==> config.mk <==
export PLATFORM = sky130hd
export DESIGN_NAME = stream_channel_scheduler
export DESIGN_NICKNAME = d
export VERILOG_FILES = /design/src/rtl/stream_sched_pkg.sv /design/src/rtl/rr_arbiter.sv /design/src/rtl/stream_channel_scheduler.sv
export SDC_FILE = /design/constraint.sdc
export NUM_CORES = 1
export LEC_CHECK = 0
export CELL_PAD_IN_SITES_DETAIL_PLACEMENT = 1
export CELL_PAD_IN_SITES_GLOBAL_PLACEMENT = 2
export CORE_MARGIN = 5
export CORE_UTILIZATION = 23
export DETAILED_ROUTE_END_ITERATION = 10
export PLACE_DENSITY = 0.89
export RECOVER_POWER = 100
export REMOVE_ABC_BUFFERS = 1
export SLEW_MARGIN = 20
export SYNTH_ARGS = -nofsm -noshare
export SYNTH_HDL_FRONTEND = slang
export SYNTH_SLANG_ARGS = --single-unit
==> constraint.sdc <==
create_clock -name s_axis_aclk -period 2.8 [get_ports s_axis_aclk]
set_clock_uncertainty 0.05 [all_clocks]
set_input_delay 0.28 -clock s_axis_aclk [delete_from_list [all_inputs] [get_ports s_axis_aclk]]
set_output_delay 0.28 -clock s_axis_aclk [all_outputs]
set_load 0.1 [all_outputs]
==> src/rtl/stream_sched_pkg.sv <==
// Shared types, default widths and the round-robin pick helper for stream_channel_scheduler.
package stream_sched_pkg;

  typedef enum logic {
    ARB  = 1'b0,
    HOLD = 1'b1
  } sched_state_e;

  localparam int unsigned DEF_N_CH      = 4;
  localparam int unsigned DEF_CH_W      = 2;
  localparam int unsigned DEF_DATA_W    = 24;
  localparam int unsigned DEF_GRANT_LEN = 5;

  // Upper bound on channel count handled by rr_pick
  localparam int unsigned MAX_CH   = 16;
  localparam int unsigned MAX_CH_W = 4;

  typedef struct packed {
    logic                found;
    logic [MAX_CH_W-1:0] idx;
  } rr_pick_t;

  // First set bit of valid searching ptr, ptr+1, ... modulo n_ch (n_ch a power of 2)
  function automatic rr_pick_t rr_pick(input logic [MAX_CH-1:0]   valid,
                                       input logic [MAX_CH_W-1:0] ptr,
                                       input int unsigned         n_ch);
    rr_pick_t            r;
    logic [MAX_CH_W-1:0] c;
    logic [MAX_CH_W-1:0] mask;
    r    = '0;
    mask = MAX_CH_W'(n_ch - 1);
    for (int i = int'(MAX_CH) - 1; i >= 0; i--) begin
      c = (ptr + MAX_CH_W'(i)) & mask;
      if ((i < int'(n_ch)) && valid[c]) begin
        r.found = 1'b1;
        r.idx   = c;
      end
    end
    return r;
  endfunction

endpackage

==> src/rtl/rr_arbiter.sv <==
// Combinational round-robin priority rotate: grants the first requester at or after i_ptr.
module rr_arbiter
  import stream_sched_pkg::*;
#(
  parameter int unsigned N_CH = DEF_N_CH,
  parameter int unsigned CH_W = DEF_CH_W
) (
  input  logic [N_CH-1:0] i_req,
  input  logic [CH_W-1:0] i_ptr,
  output logic            o_found,
  output logic [CH_W-1:0] o_idx,
  output logic [N_CH-1:0] o_grant
);

  rr_pick_t w_pick;

  always_comb begin
    w_pick  = rr_pick(MAX_CH'(i_req), MAX_CH_W'(i_ptr), N_CH);
    o_found = w_pick.found;
    o_idx   = CH_W'(w_pick.idx);
    o_grant = N_CH'(MAX_CH'(w_pick.found) << w_pick.idx);
  end

endmodule

==> src/rtl/stream_channel_scheduler.sv <==
// Round-robin burst scheduler merging N_CH AXI-Stream sources into one channel-tagged stream.
// Optional per-channel enable mask via `define STREAM_SCHED_CHAN_MASK_EN.
module stream_channel_scheduler
  import stream_sched_pkg::*;
#(
  parameter int unsigned N_CH      = DEF_N_CH,
  parameter int unsigned CH_W      = DEF_CH_W,
  parameter int unsigned DATA_W    = DEF_DATA_W,
  parameter int unsigned GRANT_LEN = DEF_GRANT_LEN
) (
  input  logic                   s_axis_aclk,
  input  logic                   s_axis_areset,
  input  logic [N_CH*DATA_W-1:0] s_axis_tdata,
  input  logic [N_CH-1:0]        s_axis_tvalid,
  output logic [N_CH-1:0]        s_axis_tready,
`ifdef STREAM_SCHED_CHAN_MASK_EN
  input  logic [N_CH-1:0]        ch_enable,
`endif
  output logic [DATA_W-1:0]      m_axis_tdata,
  output logic                   m_axis_tvalid,
  input  logic                   m_axis_tready,
  output logic [CH_W-1:0]        m_axis_tuser
);

  localparam int unsigned CNT_W = 4;

  sched_state_e      r_state, w_state_nxt;
  logic [CH_W-1:0]   r_rr_ptr, w_rr_ptr_nxt;
  logic [CH_W-1:0]   r_owner, w_owner_nxt;
  logic [CNT_W-1:0]  r_beat_cnt, w_beat_cnt_nxt;
  logic [N_CH-1:0]   w_en;
  logic [N_CH-1:0]   w_grant;
  logic [N_CH-1:0]   w_arb_grant;
  logic [CH_W-1:0]   w_arb_idx;
  logic              w_arb_found;
  logic [CH_W-1:0]   w_sel;
  logic [DATA_W-1:0] w_sel_data;
  logic              w_load_ok;
  logic              w_accept;
  logic              w_owner_ok;
  logic [DATA_W-1:0] r_m_tdata;
  logic              r_m_tvalid;
  logic [CH_W-1:0]   r_m_tuser;

`ifdef STREAM_SCHED_CHAN_MASK_EN
  assign w_en = ch_enable;
`else
  assign w_en = '1;
`endif

  assign w_load_ok = !r_m_tvalid || m_axis_tready;

  rr_arbiter #(
    .N_CH (N_CH),
    .CH_W (CH_W)
  ) u_rr_arbiter (
    .i_req   (s_axis_tvalid & w_en),
    .i_ptr   (r_rr_ptr),
    .o_found (w_arb_found),
    .o_idx   (w_arb_idx),
    .o_grant (w_arb_grant)
  );

  // Grant selection and next-state logic
  always_comb begin
    w_state_nxt    = r_state;
    w_rr_ptr_nxt   = r_rr_ptr;
    w_owner_nxt    = r_owner;
    w_beat_cnt_nxt = r_beat_cnt;
    w_grant        = '0;
    w_sel          = r_owner;
    w_owner_ok     = w_en[r_owner] && s_axis_tvalid[r_owner];

    unique case (r_state)
      ARB: begin
        w_grant = w_arb_grant;
        w_sel   = w_arb_idx;
        if (w_arb_found && w_load_ok) begin
          w_owner_nxt = w_arb_idx;
          if (GRANT_LEN == 1) begin
            w_rr_ptr_nxt = w_arb_idx + CH_W'(1);
          end else begin
            w_beat_cnt_nxt = CNT_W'(1);
            w_state_nxt    = HOLD;
          end
        end
      end
      HOLD: begin
        if (!w_owner_ok) begin
          // Owner went idle or was masked: hand the pointer on and re-arbitrate next cycle
          w_rr_ptr_nxt   = r_owner + CH_W'(1);
          w_beat_cnt_nxt = '0;
          w_state_nxt    = ARB;
        end else begin
          w_grant = N_CH'(1) << r_owner;
          if (w_load_ok) begin
            if (r_beat_cnt == CNT_W'(GRANT_LEN - 1)) begin
              w_rr_ptr_nxt   = r_owner + CH_W'(1);
              w_beat_cnt_nxt = '0;
              w_state_nxt    = ARB;
            end else begin
              w_beat_cnt_nxt = r_beat_cnt + CNT_W'(1);
            end
          end
        end
      end
      default: w_state_nxt = ARB;
    endcase

    w_accept = w_load_ok && (|(w_grant & s_axis_tvalid));
  end

  always_comb begin
    w_sel_data = '0;
    for (int k = 0; k < int'(N_CH); k++) begin
      if (w_sel == CH_W'(k)) w_sel_data = s_axis_tdata[k*DATA_W +: DATA_W];
    end
  end

  // Disabled channels are drained (ready held high) so their beats are dropped
  assign s_axis_tready = s_axis_areset ? '0 : ((w_grant & {N_CH{w_load_ok}}) | ~w_en);

  always_ff @(posedge s_axis_aclk or posedge s_axis_areset) begin
    if (s_axis_areset) begin
      r_state    <= ARB;
      r_rr_ptr   <= '0;
      r_owner    <= '0;
      r_beat_cnt <= '0;
    end else begin
      r_state    <= w_state_nxt;
      r_rr_ptr   <= w_rr_ptr_nxt;
      r_owner    <= w_owner_nxt;
      r_beat_cnt <= w_beat_cnt_nxt;
    end
  end

  always_ff @(posedge s_axis_aclk or posedge s_axis_areset) begin
    if (s_axis_areset) begin
      r_m_tvalid <= 1'b0;
      r_m_tdata  <= '0;
      r_m_tuser  <= '0;
    end else if (w_accept) begin
      r_m_tvalid <= 1'b1;
      r_m_tdata  <= w_sel_data;
      r_m_tuser  <= w_sel;
    end else if (m_axis_tready) begin
      r_m_tvalid <= 1'b0;
    end
  end

  assign m_axis_tdata  = r_m_tdata;
  assign m_axis_tvalid = r_m_tvalid;
  assign m_axis_tuser  = r_m_tuser;

endmodule
## Yosys cells after proc, flatten, opt, wreduce, memory -nomap -nowiden

Index checks and enable logic that the tools add are counted.

| storage, ports and cells | value |
|---|---|
| bits in registers | 36 |
| output and inout port bits | 31 |
| input bits | 103 |
| logic and storage cells | 80 |

| cells by class | value |
|---|---|
| equality and inequality tests | 8 |
| shift operators | 2 |
| $add $sub $neg | 5 |
| bitwise gates (word level) | 3 |
| mux-type cells | 39 |
| reduce and logical (&&, ||, !) cells | 11 |
| $lt $le $gt $ge | 5 |

Operators by type and width:

| cell | count |
|---|---|
| 2-to-1 mux 24 bit | 4 |
| 2-to-1 mux 4 bit | 6 |
| < comparator 2 x 5 -> 1 bit (second input constant) | 4 |
| 2-to-1 mux 5 bit | 4 |
| case mux 4 bit (2 select lines) | 2 |
| binary-select mux 1 bit (select 2 bit) | 6 |
| 2-to-1 mux 1 bit | 12 |
| bitwise AND 4 bit | 2 |
| 2-to-1 mux 2 bit | 4 |
| adder 2 x 1 -> 2 bit (second input constant) | 2 |
| adder 2 bit (second input constant) | 2 |
| adder 4 x 1 -> 4 bit (second input constant) | 1 |
| equality test 2 bit (second input constant) | 2 |
| equality test 4 x 3 -> 1 bit (second input constant) | 1 |
| != test 2 bit (second input constant) | 2 |
| AND reduction 2 bit | 2 |
| OR reduction 4 bit | 1 |
| << shifter 1 x 2 -> 4 bit (first input constant) | 1 |
| << shifter 1 x 4 -> 4 bit | 1 |
| logical AND 1 bit | 3 |
| < comparator 2 x 3 -> 1 bit (second input constant) | 1 |
| != test 3 bit (second input constant) | 1 |
| AND reduction 3 bit | 1 |
| equality test 2 x 1 -> 1 bit (second input constant) | 1 |
| 7 further kinds | 7 |

## Longest topological paths before layout

Gate-level depths: netlist (run 1).

| depth | value |
|---|---|
| word-level depth | 13 |
| depth in mapped cells | 8 |

## Hierarchy

Synthesis (run 1) repeated with hierarchy kept, for this count alone.

| second synthesis, totals | value |
|---|---|
| cell total of the unflattened synthesis | 301 |
| area total of the unflattened synthesis | 2633.8 um2 |

By module, submodules not included:

| module | times used | cells an instance | area each (um2) | sequential area each (um2) |
|---|---|---|---|---|
| stream_channel_scheduler | 1 | 271 | 2458.6 | 900.9 |
| rr_arbiter | 1 | 30 | 175.2 | 0.0 |

## Worst setup path before layout (run 1)

OpenSTA, ideal clock, no wires.

| timing | value |
|---|---|
| path kind | input -> output |
| start | input port s_axis_tvalid[2] |
| end | output port s_axis_tready[0] |
| data required time | 2.470 ns |
| stages | 6 |
| path slack | -0.972 ns |
| arrival | 3.442 ns |
| cells stage by stage | buf_4 -> nor2b_1 -> a311oi_1 -> nor2_1 -> nand3b_1 -> a211oi_1 |

| between the ends | value |
|---|---|
| word-level cells in the longest chain between the ends | 10 |
| elaborated cells on any way between the ends | 20 |
| classes of those cells | shift: 1; mux: 17; bitwise: 1; reduce/logical: 1 |

RTL lines:

| element | line | RTL |
|---|---|---|
| start, declared | stream_channel_scheduler.sv:14 | `input logic [N_CH-1:0] s_axis_tvalid,` |
| binary-select mux 1 bit (select 2 bit) | stream_sched_pkg.sv:34 | `if ((i < int'(n_ch)) && valid[c]) begin` |
| 2-to-1 mux 1 bit (not written as such) | stream_sched_pkg.sv:34 |  |
| 2-to-1 mux 5 bit (4 in a row) | stream_sched_pkg.sv:34 |  |
| << shifter 1 x 4 -> 4 bit | rr_arbiter.sv:21 | `o_grant = N_CH'(MAX_CH'(w_pick.found) << w_pick.idx);` |
| case mux 4 bit (2 select lines) (*) | stream_channel_scheduler.sv:74 | `unique case (r_state)` |
| bitwise AND 4 bit (*) | stream_channel_scheduler.sv:121 | `assign s_axis_tready = s_axis_areset ? '0 : ((w_grant & {N_CH{w_load_ok}}) \| ~w_en);` |
| 2-to-1 mux 4 bit (*) | stream_channel_scheduler.sv:121 |  |
| end, declared | stream_channel_scheduler.sv:15 | `output logic [N_CH-1:0] s_axis_tready,` |

Mark *: on every way between the ends. The rest lies on a longest branch, timed or not. The select of a mux whose other input is x is not followed.

## Final worst setup path (run 1)

| timing | value |
|---|---|
| start | input port s_axis_tvalid[0] |
| end | output port s_axis_tready[1] |

The elaborated chain is that of the path after synthesis.

==> run summary, run 1 <==
### Timing
- 0 — Final Hold Fails
- no — unrepaired setup endpoints after global routing
- 1.23 ns — Worst Tran Pin Value
- 0.375 GHz — fmax
- 0 — final number of setup-violating endpoints
- 2.66 ns — min Tclk post-route
- 0 — max-slew violation count
- 18.6% — relative slew slack
- 0.460 ns — post-route worst hold slack
- 95.1% — final worst-path cycle share
- 0 ns — Setup Total Neg Slack

### Floorplanning
- 112 microns — width of the die
- 23.5% — initial core utilization
- 134 — I/O pin count
- 37 — row count
- 12600 sq um — Die Area
- 112 microns — Die H
- 10300 sq um — Floorplan Core Area

### Detailed routing
- 0 — post-detailed-route count of antenna-violating nets
- 0 — # DRC
- 2138 — total via count in the routed design
- 48 — number of DRC violations after detailed-routing iteration 0
- 16.7 microns — routed len/inst
- 7660 microns — drt total wl
- 4 — Initial DRT Pass Iterations
- 4.67 — ratio of routed vias to standard cells

### Yosys
- 13.2 sq um — syn avg cell area
- 0 — Yosys warning total
- 37.3% — fraction of the yosys area taken by sequential cells
- sky130_fd_sc_hd__dfrtp_1 — top_reg_cell synth
- 183 — Post-Synthesis Cells
- sky130_fd_sc_hd__dfrtp_1, sky130_fd_sc_hd__mux4_2, sky130_fd_sc_hd__mux2_2, sky130_fd_sc_hd__mux4_1, sky130_fd_sc_hd__ha_1 — top cells by area in the synthesized netlist
- 37.3% — share of the synthesized area in the top cell type
- 2410 sq um — combined area of all synthesized cells
- sky130_fd_sc_hd__dfrtp_1 — library cell with the largest summed area after synthesis
- 36 — #FFs+latches synth
- 100% — Synth async-reset ratio
- 45 — number of distinct library cells after synthesis
- 0 — number of enable-type register cells in the synthesized netlist

### Pwr
- 0.00285 W — Net Sw Power
- 0.00219 W — internal cell power
- 7.3% — relative contribution of the clock network to total power
- 56.5% — Sw Ratio
- 19.7% — sequential cell fraction of total power
- 1300 nW/um^2 — areal power density over the cells
- 1.48 nW — leakage power of the design
- 0.648 mV — highest ir drop seen on vdd
- 73.0% — power share of the combinational group

### Finish
- 24.2% — share of layout cells above drive strength 1
- 0 — Antenna diodes
- 3890 sq um — post-route cell area
- 430 — number of nets at the end of the flow
- 61.1% — Syn-to-layout area delta

### Critical path
- r_owner[0] — Reg-to-Reg Start
- 2.33 ns — arrival time of data at the critical path endpoint
- clkdlybuf4s50_1 > buf_4 > mux4_2 > and2_1 > a32oi_1 > nor3_1 > buf_2 — cells along the critical path
- 0.51 ns — delay of the slowest cell on the worst path
- primary input — startpoint types
- output pin — element type at the critical path end
- primary input to output pin — critical path class
- 0.29 ns — register-to-register setup slack
- 3 — WP buf/inv
- s_axis_tvalid[0] — beginning of the critical path
- buffers and inverters — largest delay contributor family on the critical path
- 6 — maximum fanout encountered on the critical timing path
- sky130_fd_sc_hd__mux4_2 — Critical-path top delay cell
- 2.47 ns — data required time of the worst path

### Clock network
- 5 — total clock buffers created by CTS
- yes — CTS tree
- sky130_fd_sc_hd__clkbuf_8 — root buffer selected by CTS
- 2 — H-tree depth
- 0 — number of hold buffers added after cts
- 2 — maximum number of buffers from clock root to sink
- 0.07 ns — CTS clock-pin slew for the worst setup and hold paths
- 36 — TritonCTS sink count
- 0.28 ns — clock insertion delay at the later pin of the skew report

### Global route
- 0 — initial antenna violation count
- 0 — global route total overflow
- 2512 — vias in the first global route
- 12.3% — global routing usage summed across all routing layers
- 37 — largest net degree at the start of global routing
- 12500 microns — wire length of the first global-routing pass

### Run status
- finished, final reports clean — outcome

### Place
- 3940 sq um — Area after DPL
- 133 — count of input and output buffers
- 0.837 — global placement routability congestion
- 6270 microns — post-DP HPWL

### Run
- 0 — number of max-cap violations

### Hold path
- m_axis_tdata[3] — worst hold start
- flop to flop — classification of the worst-slack hold path

[what timing repair did]
item | CTS | global route
setup buffers | 0 | 0
resized for setup | 1 | 2
endpoints found under the setup margin | 1 | 2
[kinds of logic (layout without fill, tap and decap cells)]
logic type / count (synthesis) / in the layout / synth area share [%]
AOI/OAI and AO/OA: 31 / 31 / 9.95
adders and majority gates: 6 / 6 / 3.11
buffers and inverters: 19 / 158 / 4.25
DFF: 36 / 36 / 37.3
muxes: 54 / 54 / 37.5
and+or+nand+nor: 37 / 37 / 7.88
[worst register-to-register path, cell delays in order (launching register included)]
cell                       delay [ns]
sky130_fd_sc_hd__dfrtp_1         0.46
sky130_fd_sc_hd__inv_1           0.12
sky130_fd_sc_hd__ha_1            0.23
sky130_fd_sc_hd__a22oi_1         0.20
sky130_fd_sc_hd__nand2_1         0.08
sky130_fd_sc_hd__and3_1          0.22
sky130_fd_sc_hd__o21bai_4        0.11
sky130_fd_sc_hd__buf_2           0.53
sky130_fd_sc_hd__mux2_2          0.43
[registers in the layout, summed over array words and instances, names as in the netlist]
register,cells
r_rr_ptr,2
m_axis_tuser,2
r_owner,2
r_beat_cnt,4
r_state,1
m_axis_tdata,24
m_axis_tvalid,1
[power by group through the flow]
stage,logic (W),clock network (W),registers [W]
2_1_floorplan,0.00147,0,0.00242
3_3_place_gp,0.00390,0,0.000993
3_5_place_dp,0.00397,0,0.00101
4_1_cts,0.00397,0.000389,0.00100
5_1_grt,0.00392,0.000416,0.00103
6_report,0.00368,0.000367,0.000995
[cells in the mapped netlist, types with 2 or more instances]
master / instances
sky130_fd_sc_hd__a32oi_1: 2
sky130_fd_sc_hd__mux4_2: 20
sky130_fd_sc_hd__buf_2: 3
sky130_fd_sc_hd__clkbuf_1: 4
sky130_fd_sc_hd__buf_4: 3
sky130_fd_sc_hd__ha_1: 6
sky130_fd_sc_hd__o21ai_0: 9
sky130_fd_sc_hd__nor3_1: 5
sky130_fd_sc_hd__mux2_2: 27
sky130_fd_sc_hd__dfrtp_1: 36
sky130_fd_sc_hd__buf_6: 2
sky130_fd_sc_hd__inv_1: 6
sky130_fd_sc_hd__mux2i_1: 2
sky130_fd_sc_hd__a21oi_1: 4
sky130_fd_sc_hd__a22oi_1: 2
sky130_fd_sc_hd__nand2_1: 11
sky130_fd_sc_hd__nor2_1: 5
sky130_fd_sc_hd__nand3_1: 2
sky130_fd_sc_hd__nor2b_1: 3
sky130_fd_sc_hd__a21boi_0: 2
sky130_fd_sc_hd__mux4_1: 5
[area by class of cell]
type / instances / area, sq um
fillers: 1168 / 6390
multi-input cells: 128 / 1430
repair buffers: 144 / 1280
flip-flops and latches: 36 / 901
well taps: 136 / 170
clock buffers: 5 / 68.8
inverters: 6 / 22.5
clock inverters: 3 / 18.8
[routing by layer]
layer	vias to the layer above	GRT usage, %	wire, microns	share of wire, %
met5	-	0	0	0
met2	99	22.6	4010	52
li1	983	-	-	-
met3	2	6.15	873	11
met1	1054	12.6	2750	36
met4	0	2.16	31	0.40
[cell usage in the layout, fill, tap and decap left out, drive strengths merged, types with 3 or more instances in the layout]
cell type / instances
a21oi: 4
buf: 14
clkbuf: 33
clkdlybuf4s50: 101
clkinv: 4
dfrtp: 36
ha: 6
inv: 5
mux2: 27
mux4: 25
nand2: 11
nor2: 5
nor2b: 3
nor3: 5
o21ai: 10
[stage by stage]
stage               util [%]  setup WS (ns)  instances  total power (W)
global placement        38.3          0.114        450          0.00490
global route            37.9        0.00657        458          0.00537
detailed placement      38.3       -0.00117        450          0.00498
finish                  37.9          0.136        458          0.00504
floorplan                  -         -0.937        170          0.00388
CTS                     39.2          0.109        458          0.00537
[worst paths after layout]
check                           cells past startpoint          endpoint
worst max-delay path                                7  s_axis_tready[1]
worst min-delay path                                1   m_axis_tdata[3]
worst max register to register                      8   m_axis_tdata[2]
worst min register to register                      1   m_axis_tdata[3]
max in group asynchronous                           3  m_axis_tdata[22]
min in group asynchronous                           3     m_axis_tvalid
(Power assumes the default switching activity.)
==> run 2, diff against run 1 <==
Settings changed: TNS_END_PERCENT set to 1.
==> results of run 2 <==
Final layout, timing and power as in run 1 (identical DEF).
==> run 3, diff against run 2 <==
Settings changed: REMOVE_ABC_BUFFERS 1 to not set.
==> run 3 against run 2 <==
  * Maximum frequency decreased by 0.19%
  * Utilization up 0.51 points
  * Flip-flop and latch count stayed put
  * Non-clock buffer count is 3 higher
  * Sequential power decreased by 2.0%
  * Sequential share of layout area fell by 0.31 points
  * Routed wire length is 6.1% higher
  * Hold slack worse by 0.0030 ns
  * Final cell count up 0.66%
  * Global-route usage increased by 0.57 points
  * Via count rose by 1.7%
  * Largest power group unchanged
==> run summary, run 3 (synthesis results as in run 1) <==
### Timing
- 0 — final number of setup-violating endpoints
- 2.67 ns — min Tclk post-route
- 0.131 ns — post-route setup slack
- no — unrepaired setup endpoints after global routing
- 1.29 ns — Worst Tran Pin Value
- 0 — max-slew violation count
- 95.3% — final worst-path cycle share
- 0 — Final Hold Fails
- 0.375 GHz — fmax
- 14.5% — relative slew slack
- 0.457 ns — post-route worst hold slack

### Global route
- 37 — largest net degree at the start of global routing
- 0 — global route total overflow
- 2535 — vias in the first global route
- 12.8% — global routing usage summed across all routing layers
- 0 — initial antenna violation count
- 13000 microns — wire length of the first global-routing pass

### Clock network
- 2 — maximum number of buffers from clock root to sink
- 0.07 ns — CTS clock-pin slew for the worst setup and hold paths
- sky130_fd_sc_hd__clkbuf_8 — root buffer selected by CTS
- 36 — TritonCTS sink count
- yes — CTS tree
- 5 — total clock buffers created by CTS
- 0 — number of hold buffers added after cts
- 0 — number of gates given a new drive strength after cts
- 0.28 ns — clock insertion delay at the later pin of the skew report
- 0 — buffers inserted by post-CTS timing repair
- 2 — H-tree depth

### Yosys
- 292 — total nets after synthesis

### Run status
- finished, final reports clean — outcome

### Pwr
- 0.00523 W — overall power after layout
- 0.510 mV — highest ir drop seen on vdd
- 1330 nW/um^2 — areal power density over the cells
- 1.51 nW — leakage power of the design

### Detailed routing
- 0 — # DRC
- 2174 — total via count in the routed design
- 4 — Initial DRT Pass Iterations
- 17.6 microns — routed len/inst
- 4.72 — ratio of routed vias to standard cells
- 0 — post-detailed-route count of antenna-violating nets
- 8120 microns — drt total wl
- 70 — number of DRC violations after detailed-routing iteration 0

### Floorplanning
- 134 — I/O pin count
- 23.5% — initial core utilization
- 112 microns — Die H
- 37 — row count
- 10300 sq um — Floorplan Core Area
- 112 microns — width of the die
- 12600 sq um — Die Area

### Run
- 0 — number of max-cap violations

### Place
- 0.151 ns — Worst Setup Slack post-DPL
- 133 — count of input and output buffers
- 3980 sq um — Area after DPL
- 6610 microns — post-DP HPWL
- 0.834 — global placement routability congestion

### Critical path
- 2.47 ns — data required time of the worst path
- output pin — element type at the critical path end
- primary input to output pin — critical path class
- 2.34 ns — arrival time of data at the critical path endpoint
- 6 — maximum fanout encountered on the critical timing path
- primary input — startpoint types

### Finish
- 24.6% — share of layout cells above drive strength 1
- sky130_fd_sc_hd__clkdlybuf4s50_1, sky130_fd_sc_hd__dfrtp_1, sky130_fd_sc_hd__mux2_2, sky130_fd_sc_hd__clkbuf_1, sky130_fd_sc_hd__mux4_2 — most frequent cells in the layout
- 38.4% — end-of-flow core utilization
- 0 — Antenna diodes
- 24 — number of flip-flops in the largest register
- 3940 sq um — post-route cell area
- sky130_fd_sc_hd__clkdlybuf4s50_1 — most common cell after layout, fill and taps aside
- 63.3% — Syn-to-layout area delta
- 433 — number of nets at the end of the flow

### Hold path
- flop to flop — classification of the worst-slack hold path

-- run 3: layer usage --
| metal | vias up | GRT usage [%] | wire, microns |
|---|---|---|---|
| li1 | 1000 | - | - |
| met1 | 1097 | 14.1 | 3070 |
| met2 | 69 | 24.8 | 4560 |
| met3 | 8 | 2.86 | 391 |
| met4 | 0 | 3.13 | 104 |
| met5 | - | 0 | 0 |
-- run 3: per-stage QoR --
stage | TNS, ns | instances
2_1_floorplan | -2.47 | 183
3_3_place_gp | 0 | 453
3_5_place_dp | 0 | 453
4_1_cts | 0 | 461
5_1_grt | 0 | 461
6_report | 0 | 461
-- run 3: where the power goes --
| part | switching [W] | total, W | internal [W] |
|---|---|---|---|
| sequential | 0.000191 | 0.000975 | 0.000784 |
| combinational | 0.00248 | 0.00375 | 0.00127 |
| clock | 0.000192 | 0.000506 | 0.000315 |
-- run 3: worst paths after layout --
| kind | cells past startpoint | slack [ns] | from | end |
|---|---|---|---|---|
| max reg2reg | 8 | 0.27 | r_owner[0] | m_axis_tdata[19] |
| min in group asynchronous | 3 | 0.79 | s_axis_areset | r_rr_ptr[1] |
| min reg2reg | 1 | 0.46 | m_axis_tdata[1] | m_axis_tdata[1] |
| max in group asynchronous | 3 | 1.30 | s_axis_areset | m_axis_tdata[21] |
| min | 1 | 0.46 | m_axis_tdata[1] | m_axis_tdata[1] |
| max | 7 | 0.13 | s_axis_tvalid[2] | s_axis_tready[2] |
-- run 3: layout make-up --
type,count,area (sq um)
clock inverters,1,30.0
well taps,136,170
multi-input cells,128,1430
flip-flops and latches,36,901
repair buffers,147,1300
clock buffers,7,96.3
fillers,1155,6330
inverters,6,22.5
-- run 3: critical path, cell delays in order --
cell and delay, ns:
sky130_fd_sc_hd__clkdlybuf4s50_1 0.54, sky130_fd_sc_hd__buf_4 0.18, sky130_fd_sc_hd__mux4_2 0.29, sky130_fd_sc_hd__and2_0 0.35, sky130_fd_sc_hd__a32oi_1 0.09, sky130_fd_sc_hd__nor3_1 0.16, sky130_fd_sc_hd__buf_2 0.46
